<file path="src/rtl/bp_pkg.sv">
// Shared predictor definitions: 2-bit counter state names, reset value and the saturating step.
// Every predictor block imports this package so counters train identically everywhere.
package bp_pkg;

    localparam logic [1:0] SNT = 2'b00;
    localparam logic [1:0] WNT = 2'b01;
    localparam logic [1:0] WT  = 2'b10;
    localparam logic [1:0] ST  = 2'b11;

    localparam logic [1:0] CTR_RESET_VAL = WNT;

    // Weakly-not-taken for any counter width: just below the taken threshold.
    function automatic int unsigned ctr_reset_val(input int unsigned ctr_w);
        return (32'd1 << (ctr_w - 32'd1)) - 32'd1;
    endfunction

    function automatic int unsigned sat_step(input int unsigned ctr, input logic taken,
                                             input int unsigned ctr_w);
        int unsigned ctr_max;
        ctr_max = (32'd1 << ctr_w) - 32'd1;
        if (taken)
            return (ctr == ctr_max) ? ctr : ctr + 32'd1;
        return (ctr == 32'd0) ? ctr : ctr - 32'd1;
    endfunction

endpackage

</file>
<file path="src/rtl/bp_sat_ctr.sv">
// One saturating predictor counter; trains on the clock edge when enabled, async reset to weakly-not-taken.
// Latency: one cycle from enable to new value. No backpressure: every enabled edge is applied.
// Inputs are registered only through the counter itself; output is the current state.
module bp_sat_ctr
    import bp_pkg::*;
#(
    parameter int CTR_W = 2
) (
    input  logic             clk,
    input  logic             rst,
    input  logic             en,
    input  logic             taken,
    output logic [CTR_W-1:0] ctr
);

    localparam logic [CTR_W-1:0] RST_VAL = (CTR_W == 2) ? CTR_W'(CTR_RESET_VAL)
                                                        : CTR_W'(ctr_reset_val(CTR_W));

    always_ff @(posedge clk or posedge rst) begin
        if (rst)
            ctr <= RST_VAL;
        else if (en)
            ctr <= CTR_W'(sat_step(32'(ctr), taken, CTR_W));
    end

endmodule

</file>
<file path="src/rtl/branch_predictor_bht.sv">
// Branch history table: PC-indexed saturating counters predict taken in decode, trained by execute.
// Latency: lookup is combinational; updates and stats land on the next clk edge. No backpressure.
// Build option BHT_GSHARE_EN hashes the index with a resolve-time global history register.
module branch_predictor_bht
    import bp_pkg::*;
#(
    parameter int PC_W    = 32,
    parameter int ENTRIES = 64,
    parameter int IDX_W   = 6,
    parameter int CTR_W   = 2,
    parameter int PERF_W  = 16
) (
    input  logic              clk,
    input  logic              rst,
    input  logic              branch,
    input  logic [PC_W-1:0]   pc_lookup,
    output logic              pcsrc_p,
    output logic [IDX_W-1:0]  pred_idx,
    input  logic              upd_valid,
    input  logic [IDX_W-1:0]  upd_idx,
    input  logic              upd_taken,
    input  logic              upd_mispred,
    output logic [PERF_W-1:0] stat_lookups,
    output logic [PERF_W-1:0] stat_mispred
);

    localparam logic [PERF_W-1:0] PERF_MAX = '1;

    logic [IDX_W-1:0] pc_idx;
    logic [CTR_W-1:0] ctr_q [ENTRIES];
    logic             unused_pc;

    assign pc_idx    = pc_lookup[IDX_W+1:2];
    assign unused_pc = ^{pc_lookup[PC_W-1:IDX_W+2], pc_lookup[1:0]};

`ifdef BHT_GSHARE_EN
    logic [IDX_W-1:0] ghr;

    // History advances only on resolved branches, so no recovery is needed on mispredicts.
    always_ff @(posedge clk or posedge rst) begin
        if (rst)
            ghr <= '0;
        else if (upd_valid)
            ghr <= {ghr[IDX_W-2:0], upd_taken};
    end

    assign pred_idx = pc_idx ^ ghr;
`else
    assign pred_idx = pc_idx;
`endif

    for (genvar i = 0; i < ENTRIES; i++) begin : g_ctr
        bp_sat_ctr #(
            .CTR_W (CTR_W)
        ) u_ctr (
            .clk   (clk),
            .rst   (rst),
            .en    (upd_valid && (upd_idx == IDX_W'(i))),
            .taken (upd_taken),
            .ctr   (ctr_q[i])
        );
    end

    // Read sees the registered value, so a same-index update shows up only next cycle.
    assign pcsrc_p = branch & ctr_q[pred_idx][CTR_W-1];

    always_ff @(posedge clk or posedge rst) begin
        if (rst) begin
            stat_lookups <= '0;
            stat_mispred <= '0;
        end else begin
            if (branch && (stat_lookups != PERF_MAX))
                stat_lookups <= stat_lookups + PERF_W'(1);
            if (upd_valid && upd_mispred && (stat_mispred != PERF_MAX))
                stat_mispred <= stat_mispred + PERF_W'(1);
        end
    end

endmodule

</file>
<file path="config.mk">
export PLATFORM = sky130hd
export DESIGN_NAME = branch_predictor_bht
export DESIGN_NICKNAME = d
export VERILOG_FILES = /design/src/rtl/bp_pkg.sv /design/src/rtl/bp_sat_ctr.sv /design/src/rtl/branch_predictor_bht.sv
export SDC_FILE = /design/constraint.sdc
export NUM_CORES = 1
export LEC_CHECK = 0
export ABC_AREA = 1
export CAP_MARGIN = 10
export CORE_UTILIZATION = 54
export CTS_CLUSTER_DIAMETER = 30
export DETAILED_ROUTE_END_ITERATION = 12
export GPL_ROUTABILITY_DRIVEN = 0
export PLACE_DENSITY = 0.79
export SYNTH_ARGS = -nofsm -noshare
export SYNTH_HDL_FRONTEND = slang
export SYNTH_SLANG_ARGS = --single-unit
export TNS_END_PERCENT = 30
</file>
<file path="constraint.sdc">
create_clock -name clk -period 6.17 [get_ports clk]
set_input_delay 1.234 -clock clk [delete_from_list [all_inputs] [get_ports clk]]
set_output_delay 1.234 -clock clk [all_outputs]
set_load 0.005 [all_outputs]
</file>
# Yosys cells after proc, flatten, opt, wreduce, memory -nomap -nowiden
# Cells that the tools add are included.
[totals]
regBits = 160
out_inout_bits = 39
elab_cells = 976
[op_classes]
add_sub_neg = 130
magnitude_cmp = 1
eq_ne = 257
mux = 324
bitwise = 2
n_reduce_logical = 196
[op_table]
columns = ["cell", "n"]
rows = [
  ["2-bit two-way mux", 258],
  ["6-bit equality test (second input constant)", 32],
  ["3-bit inequality test (second input constant)", 64],
  ["3-bit AND reduction", 64],
  ["2-bit by 1-bit adder with 2-bit output (second input constant)", 64],
  ["2-bit equality test (second input constant)", 64],
  ["2-bit zero test", 64],
  ["2-bit by 1-bit inequality test with 1-bit output (second input constant)", 64],
  ["2-bit by 1-bit subtractor with 2-bit output (second input constant)", 64],
  ["6-bit by 5-bit equality test with 1-bit output (second input constant)", 16],
  ["1-bit logical AND", 67],
  ["1-bit two-way mux", 65],
  ["6-bit by 4-bit equality test with 1-bit output (second input constant)", 8],
  ["16-bit by 1-bit adder with 16-bit output (second input constant)", 2],
  ["16-bit inequality test (second input constant)", 2],
  ["6-bit by 3-bit equality test with 1-bit output (second input constant)", 4],
  ["2-bit binary-select mux with 6-bit select", 1],
  ["6-bit by 2-bit equality test with 1-bit output (second input constant)", 2],
  ["7-bit greater-or-equal comparator (second input constant)", 1],
  ["6-bit inverter with 7-bit output", 1],
  ["6-bit by 1-bit equality test with 1-bit output (second input constant)", 1],
  ["6-bit zero test", 1],
  ["1-bit AND", 1],
]

# Logic depth before layout (Yosys ltp)
# Gate-level depths: netlist (run 1).
[logic_depth]
depth_word = 5
ltp_mapped = 11

# Modules after synthesis
# From an unflattened synthesis (run 1), not the netlist that was laid out.
[hier_totals]
cells_unflattened = 1359
area_unflattened_um2 = 9163.8
[by_module_without_submodules]
columns = ["mod", "n_inst", "cells_each", "area_each_um2", "seq_area_each_um2"]
rows = [
  ["bp_sat_ctr", 64, 14, 98.8, 51.3],
  ["branch_predictor_bht", 1, 463, 2837.7, 800.8],
]

# Worst setup path before layout (run 1)
# OpenSTA, ideal clock, no wires.
[synth_path]
kind = "input to output"
from = "input pc_lookup[2]"
to = "output pcsrc_p"
t_arrival_ns = 2.239
setup_slack_ns = 2.697
stages = 10
path_buffers = 2
path_cell_list = "buf_2 > clkbuf_1 > nand2_1 > nand3_1 > nand3_1 > nand2_1 > nand2_1 > nand3_1 > nand3_1 > a21oi_1"
[synth_between]
elab_chain_len = 5
[synth_rtl]
columns = ["element", "line_no", "source"]
rows = [
  ["from (decl)", "branch_predictor_bht.sv:16", "input logic [PC_W-1:0] pc_lookup,"],
  ["6-bit inverter with 7-bit output (implied by the code)", "branch_predictor_bht.sv:65", "assign pcsrc_p = branch & ctr_q[pred_idx][CTR_W-1];"],
  ["2-bit binary-select mux with 6-bit select", "branch_predictor_bht.sv:65", ""],
  ["2-bit two-way mux (implied by the code) (2 in a row)", "branch_predictor_bht.sv:65", ""],
  ["1-bit AND", "branch_predictor_bht.sv:65", ""],
  ["to (decl)", "branch_predictor_bht.sv:17", "output logic pcsrc_p,"],
]
# No other way between the ends. The select of a mux whose other input is x is not followed.

# Worst setup path after layout (run 1)
# Ends and elaborated chain as after synthesis.

==> qor.log, run 1 <==
INFO  synth          syn_avg_cell_area=7.624um2
INFO  critical_path  critPathSlowestCell=clkdlybuf4s50_1
INFO  synth          yosysWarnings=0
INFO  cells_and_area final_cell_count_without_fillers=1,405
INFO  critical_path  critical-path-top-cell-by-count=nand3_1
INFO  clocking       h_tree_levels=4
INFO  synth          share_of_async_settable_or_async_resettable_flops_after_synthesis=100.0%
INFO  synth          netlist-cell-type-count=35
INFO  global_routing groute.usage.overall=26.87%
INFO  critical_path  worstPathCellList=clkdlybuf4s50_1 -> inv_1 -> buf_4 -> nand2_1 -> nand3_1 -> nand3_1 -> nand2_1 -> nand2_1 -> nand3_1 -> nand3_1 -> a21oi_1 -> clkdlybuf4s50_1
INFO  cells_and_area fillCellCount=1,366
INFO  synth          synth.net_count=1,185
INFO  synth          synth-xor-area-share=2.925%
INFO  floorplan      floorplan.die.height=128.8um
INFO  timing         worst_slew_margin_rel=52.44%
INFO  timing         rsz0062_at_grt=false
INFO  global_routing via_count_of_the_first_global_routing_pass=7,164
INFO  power_and_ir_drop cell_internal_pwr=2.111mW
INFO  clocking       cts_root_buffer=clkbuf_16
INFO  synth          post_synth_most_frequent_cells=289 x nand2_1, 182 x o21ai_0, 111 x inv_1
INFO  power_and_ir_drop share_seq_of_total_power=47.0%
INFO  critical_path  critPathRequiredTime=4.94ns
INFO  synth          netlist.area_leader.share=27.67%
INFO  synth          synth.yosys.seq_area_share=47.03%
INFO  cells_and_area finalNetCount=1,227
INFO  global_routing grt_pass1_wl=34.72mm
INFO  clocking       max-clock-path-buffers=2
INFO  synth          synthTopCellsByArea=dfrtp_1 28%, dfstp_2 19%, nand2_1 12%
INFO  timing         finalMaxSlewViolations=0
INFO  timing         tightestPinTransition=0.7133ns
INFO  placement      placed_cells_incl_taps=1,373
INFO  detailed_routing initial_drt_markers=713
INFO  cells_and_area layout_cells_sized_above_1=10.80%
INFO  floorplan      die_area=0.01659mm2
INFO  power_and_ir_drop peak_supply_drop=0.2533mV
INFO  synth          area_leader_netlist=dfrtp_1
INFO  timing         period_share=82.60%
INFO  timing         setup_total_negative_slack=0ns
INFO  clocking       tritoncts_num_sinks=160
INFO  synth          synthesis.instances=1,139
INFO  global_routing grt_start_max_net_pins=75
INFO  timing         layout_min_cycle_time=5.097ns
INFO  clocking       clock_latency=0.43ns
INFO  global_routing globalRouteOverflowTotal=0
INFO  job            max_cap_viol_count=0
INFO  timing         setup_viol_count_final=0
INFO  detailed_routing remaining_drc_errors=0
INFO  critical_path  cp_data_arrival_time=3.86ns
INFO  timing         hold_viol_final=0
INFO  critical_path  endpoint_kind=output port
INFO  power_and_ir_drop power.share.combinational=16.2%
INFO  synth          synth_top_family_by_area=simple AND/OR/NAND/NOR gates
INFO  synth          synth_flop_cell=dfrtp_1
INFO  synth          ys_seq_elements=160
INFO  synth          synth_edf_count=0
INFO  outcome        result_of_the_run=finished clean
INFO  placement      place_hpwl=13.94mm
INFO  detailed_routing drt_pass1_iterations=7
INFO  detailed_routing vias_per_cell=5.504
INFO  power_and_ir_drop switching_share_of_power=28.22%
INFO  synth          post-synth-top-count-cell=nand2_1
INFO  clocking       post_cts_hold_buffer_count=0
INFO  synth          synth.area.mux_share=0%
INFO  critical_path  setup.worst_path.class=primary input to output port
INFO  detailed_routing final_antenna_net_count=0
INFO  detailed_routing avgRoutedWirePerCell=14.94um
INFO  power_and_ir_drop power.density=295.3mW/mm2
INFO  floorplan      floorplan.initialDensity=56.29%
INFO  synth          synth_simple_gate_area_share=24.18%
INFO  power_and_ir_drop power_switching=0.8297mW
INFO  floorplan      dieWidth=128.8um
INFO  synth          post_synth_fa_ha_maj_area_fraction=0.9798%
INFO  worst_hold_path min-delay-path-class=register to register
INFO  clocking       cts.clk_slew.worst_paths=0.06ns
INFO  placement      port_buffers=56
INFO  floorplan      pin_count=83
INFO  clocking       postCtsSetupBuffers=0
INFO  timing         timing.fmax=196.2MHz
INFO  detailed_routing num_vias=7,733
INFO  global_routing grt_antenna_before_repair=0
INFO  floorplan      core_area=0.01543mm2
INFO  detailed_routing detail_route.wirelength=20.99mm
INFO  clocking       cts_resized=0
INFO  floorplan      placementRows=45
INFO  synth          syn-cell-area=0.008683mm2
INFO  power_and_ir_drop power.leakage=4.246nW
INFO  critical_path  max_stage_delay=0.71ns
INFO  critical_path  startpoint_type=primary input
INFO  synth          synth_compound_area_share=17.41%
INFO  critical_path  crit_path_max_fanout=32
INFO  power_and_ir_drop share_clk_of_total_power=36.8%
INFO  clocking       numCtsBuffers=17
INFO  clocking       cts_tree=built
INFO  cells_and_area syn2layout_area_growth=14.70%
INFO  cells_and_area diodes=0
INFO  timing         final.setup_skew=0.01302ns
-- per-layer routing --
layer	global-route usage [%]	share of wire, %
met1	35.44	44
met2	43.50	48
met3	5.572	5.3
met4	10.73	2.5
met5	0	0
-- metrics by stage --
| stage | cell area, um2 | hold slack, ns | setup WS, ns | util (%) | total power [mW] |
|---|---|---|---|---|---|
| after detailed placement | 9370 | 0.4538 | 1.099 | 60.74 | 1.870 |
| after floorplan | 8683 | 0.4404 | 0.7220 | - | 1.677 |
| final | 9960 | 0.4612 | 1.073 | 64.56 | 2.941 |
| after global routing | 9960 | 0.4921 | 0.9019 | 64.56 | 3.079 |
| after CTS | 9960 | 0.4644 | 1.089 | 64.56 | 2.952 |
| after global placement | 9370 | 0.4479 | 1.092 | 60.74 | 1.844 |
-- power by group through the flow --
stage | sequential, mW | combinational (mW) | clock [mW]
after detailed placement | 1.39 | 0.476 | 0
after global placement | 1.39 | 0.457 | 0
after floorplan | 1.37 | 0.309 | 0
after global routing | 1.40 | 0.539 | 1.14
final | 1.38 | 0.476 | 1.08
after CTS | 1.38 | 0.479 | 1.09
-- critical path: cells and delay by family --
family	cells	cell delay, ns
buf+inv	4	1.78
simple gates	7	0.63
compound gates	1	0.21
-- layout make-up --
class	count	area [um2]	area share, %
Tap cell	211	264.0	2.651
Clock inverter	9	131.4	1.319
Timing Repair Buffer	64	618.1	6.206
Multi-Input combinational cell	819	3950	39.66
Sequential cell	160	4084	41.01
Clock buffer	23	457.9	4.598
Inverter	119	454.2	4.560
-- cell usage in the layout, fill, tap and decap left out, types with 4 or more instances in the layout --
| master | n |
|---|---|
| nor3_4 | 4 |
| clkbuf_16 | 17 |
| clkbuf_1 | 5 |
| inv_1 | 109 |
| nor2_4 | 6 |
| o21ai_1 | 19 |
| a21oi_1 | 52 |
| buf_4 | 9 |
| xor2_1 | 15 |
| dfstp_2 | 64 |
| a22oi_1 | 9 |
| nand4_1 | 4 |
| xnor2_1 | 14 |
| nor2_1 | 110 |
| o31ai_1 | 10 |
| inv_2 | 8 |
| dfrtp_1 | 96 |
| nor2_2 | 6 |
| nor3_1 | 6 |
| nand3_1 | 68 |
| o21ai_0 | 182 |
| maj3_1 | 6 |
| clkdlybuf4s50_1 | 55 |
| nand2_1 | 289 |
-- sequential cells by signal, summed over array words and instances (netlist names) --
| name | cells |
|---|---|
| stat_lookups | 16 |
| g_ctr.u_ctr.ctr | 128 |
| stat_mispred | 16 |
-- final timing paths --
check	startpoint	endpoint	slack [ns]	depth (start not counted)
setup / recovery	pc_lookup[2]	pcsrc_p	1.07	12
hold / removal	g_ctr[59].u_ctr.ctr[0]$_DFFE_PP1P_	g_ctr[59].u_ctr.ctr[0]$_DFFE_PP1P_	0.46	2
setup reg to reg	stat_lookups[0]$_DFFE_PP0P_	stat_lookups[7]$_DFFE_PP0P_	4.03	9
hold reg to reg	g_ctr[59].u_ctr.ctr[0]$_DFFE_PP1P_	g_ctr[59].u_ctr.ctr[0]$_DFFE_PP1P_	0.46	2
max in group asynchronous	rst	g_ctr[54].u_ctr.ctr[1]$_DFFE_PP0P_	3.84	3
min in group asynchronous	rst	stat_lookups[2]$_DFFE_PP0P_	1.26	2
-- cell families after synthesis --
logic type,Yosys count
compound gates,284
xor+xnor,29
fa+ha+maj,8
buf+inv,160
flops,160
simple gates,498
(Power assumes the default switching activity.)
==> run 2, diff against run 1 <==
CORE_UTILIZATION = 52   (was 54)
clock period = 4.2 ns   (was 6.17 ns; I/O delays follow)
==> qor.log, run 2 (same netlist as run 1, synthesis figures left out) <==
INFO  detailed_routing final_antenna_net_count=0 [unchanged]
INFO  placement      port_buffers=56 [unchanged]
INFO  clocking       post_cts_hold_buffer_count=0 [unchanged]
INFO  detailed_routing drt_pass1_iterations=5 [-2]
INFO  detailed_routing num_vias=7,752 [+0.25%]
INFO  cells_and_area largest_register_by_flop_count=g_ctr.u_ctr.ctr
INFO  detailed_routing remaining_drc_errors=0 [unchanged]
INFO  clocking       tritoncts_num_sinks=160 [unchanged]
INFO  timing         layout_min_cycle_time=3.982ns
INFO  cells_and_area layout.cells.most_common_list=289 x nand2_1, 182 x o21ai_0, 110 x nor2_1
INFO  floorplan      placementRows=46 [+2.2%]
INFO  global_routing grt_pass1_wl=34.47mm [-0.71%]
INFO  job            max_cap_viol_count=0 [unchanged]
INFO  cells_and_area finalNetCount=1,232 [+0.41%]
INFO  cells_and_area layout_commonest_cell=nand2_1
INFO  global_routing grt_start_max_net_pins=129 [+72%]
INFO  worst_hold_path min-delay-path-class=register to register
INFO  critical_path  endpoint_kind=output port
INFO  timing         worst_slew_margin_rel=20.41% [-32 points]
INFO  placement      postPlaceCellArea=0.009425mm2 [+0.59%]
INFO  floorplan      floorplan.die.height=131.2um [+1.9%]
INFO  cells_and_area syn2layout_area_growth=15.56%
INFO  cells_and_area top_regs=g_ctr.u_ctr.ctr: 128 flops, stat_lookups: 16 flops, stat_mispred: 16 flops
INFO  critical_path  setup.worst_path.class=primary input to output port
INFO  cells_and_area diodes=0 [unchanged]
INFO  clocking       clock_latency=0.43ns [about the same]
INFO  cells_and_area layout.cell_area.non_filler=0.01003mm2 [+0.75%]
INFO  power_and_ir_drop power.leakage=4.271nW [+0.58%]
INFO  timing         setup_total_negative_slack=0ns [unchanged]
INFO  global_routing via_count_of_the_first_global_routing_pass=7,113 [-0.71%]
INFO  timing         final.setup_skew=0.006081ns [-0.006940 ns]
INFO  clocking       numCtsBuffers=17 [unchanged]
INFO  global_routing globalRouteOverflowTotal=0 [unchanged]
INFO  detailed_routing vias_per_cell=5.478 [-0.46%]
INFO  detailed_routing detail_route.wirelength=20.66mm [-1.6%]
INFO  clocking       h_tree_levels=4 [unchanged]
INFO  clocking       cts_tree=built
INFO  power_and_ir_drop power.density=433.4mW/mm2 [+47%]
INFO  clocking       cts_root_buffer=clkbuf_16
INFO  floorplan      floorplan.initialDensity=53.88% [-2.4 points]
INFO  timing         rsz0062_at_grt=false
INFO  global_routing groute.usage.overall=25.03% [-1.8 points]
INFO  critical_path  critPathSlowestCell=clkdlybuf4s50_1
INFO  cells_and_area layout_cells_sized_above_1=11.34% [+0.54 points]
INFO  critical_path  timing.critical_path.max_delay_family=buffers and inverters
INFO  cells_and_area number_of_flip_flops_in_the_largest_register=128 [unchanged]
INFO  floorplan      core_area=0.01612mm2 [+4.5%]
INFO  critical_path  cp_data_arrival_time=3.14ns [-0.72 ns]
INFO  timing         tightestPinTransition=1.194ns [+0.4804 ns]
INFO  timing         fin_worst_hold_slack=0.4611ns [-0.0001970 ns]
INFO  critical_path  max_stage_delay=0.54ns [-0.17 ns]
INFO  power_and_ir_drop totalPowerFinal=4.349mW [+48%]
INFO  clocking       max-clock-path-buffers=2 [unchanged]
INFO  placement      place_hpwl=13.55mm [-2.8%]
INFO  floorplan      dieWidth=131.2um [+1.9%]
INFO  critical_path  startpoint_type=primary input
INFO  critical_path  crit_path_max_fanout=32 [unchanged]
INFO  global_routing grt_antenna_before_repair=0 [unchanged]
INFO  timing         hold_viol_final=0 [unchanged]
INFO  critical_path  path_buf_inv=3 [-1]
INFO  timing         setup_viol_count_final=0 [unchanged]
INFO  clocking       cts_resized=0 [unchanged]
INFO  clocking       cts.clk_slew.worst_paths=0.06ns [about the same]
INFO  timing         period_share=94.82%
INFO  detailed_routing initial_drt_markers=691 [-3.1%]
INFO  detailed_routing avgRoutedWirePerCell=14.60um [-2.3%]
INFO  critical_path  worstPathCellList=clkdlybuf4s50_1 -> buf_4 -> nand2_1 -> nand3_1 -> nand3_1 -> nand2_1 -> nand2_1 -> nand3_1 -> nand3_1 -> a21oi_1 -> clkdlybuf4s50_1
INFO  floorplan      pin_count=83 [unchanged]
INFO  timing         finalMaxSlewViolations=0 [unchanged]
INFO  clocking       postCtsSetupBuffers=0 [unchanged]
INFO  timing         timing.fmax=251.1MHz
INFO  critical_path  critical-path-top-cell-by-count=nand3_1
INFO  power_and_ir_drop peak_supply_drop=0.3251mV [+28%]
INFO  critical_path  critPathRequiredTime=3.36ns [-1.58 ns]
INFO  floorplan      die_area=0.01722mm2 [+3.8%]
INFO  outcome        result_of_the_run=finished clean
==> run 2: cell types whose count changed in the layout (fill, tap and decap cells not counted), sizes merged <==
cell | previous run | this run
clkinvlp | 0 | 4
inv | 121 | 118
clkinv | 4 | 3
buf | 9 | 14
==> run 2: worst min-delay path, stage by stage, from the launching register on <==
cell and delay (ns):
dfstp_2 0.37, inv_1 0.04, a21oi_1 0.05
==> run 2: cell type report <==
type	count	area (um2)
timing repair buffer	69	668.1
inverter	119	452.9
clock buffer	23	478.0
tap	216	270.3
clock inverter	9	131.4
fill	1397	6081
multi-input combinational	819	3950
sequential	160	4084
==> run 2: through the flow <==
stage,util (%),instances,setup slack [ns]
after global placement,58.49,1383,0.2768
after detailed placement,58.49,1383,0.2776
after global routing,62.27,1415,0.09131
after floorplan,-,1139,1.383
after CTS,62.27,1415,0.2509
final,62.27,1415,0.2177
==> run 2: path summary, 6_finish.rpt <==
path                       slack, ns                                from  cells after the start                                 end
setup / recovery                0.22                        pc_lookup[2]                     11                             pcsrc_p
hold / removal                  0.46  g_ctr[40].u_ctr.ctr[0]$_DFFE_PP1P_                      2  g_ctr[40].u_ctr.ctr[0]$_DFFE_PP1P_
setup reg to reg                2.06         stat_lookups[0]$_DFFE_PP0P_                      9         stat_lookups[7]$_DFFE_PP0P_
hold reg to reg                 0.46  g_ctr[40].u_ctr.ctr[0]$_DFFE_PP1P_                      2  g_ctr[40].u_ctr.ctr[0]$_DFFE_PP1P_
max in group asynchronous       2.46                                 rst                      3  g_ctr[63].u_ctr.ctr[1]$_DFFE_PP0P_
min in group asynchronous       0.76                                 rst                      2         stat_mispred[9]$_DFFE_PP0P_
==> run 2: report_power, final <==
part / total (mW) / switching (mW) / internal (mW) / leakage (nW)
clock: 1.62 / 0.634 / 0.982 / 0.289
sequential: 2.03 / 0.201 / 1.83 / 1.95
combinational: 0.699 / 0.380 / 0.319 / 2.03
==> run 2: routing by layer <==
metal,track usage [%],up-vias,routed length (um)
met1,33.37,3653,9163
met2,40.48,248,9731
met3,4.244,31,1282
met5,0,-,0
met4,10.13,0,480
li1,-,3820,-
==> run 3, diff against run 2 <==
SKIP_CTS_REPAIR_TIMING = 1   (was unset)
==> results of run 3 <==
The final DEF is identical to that of run 2; final timing and power are the same.
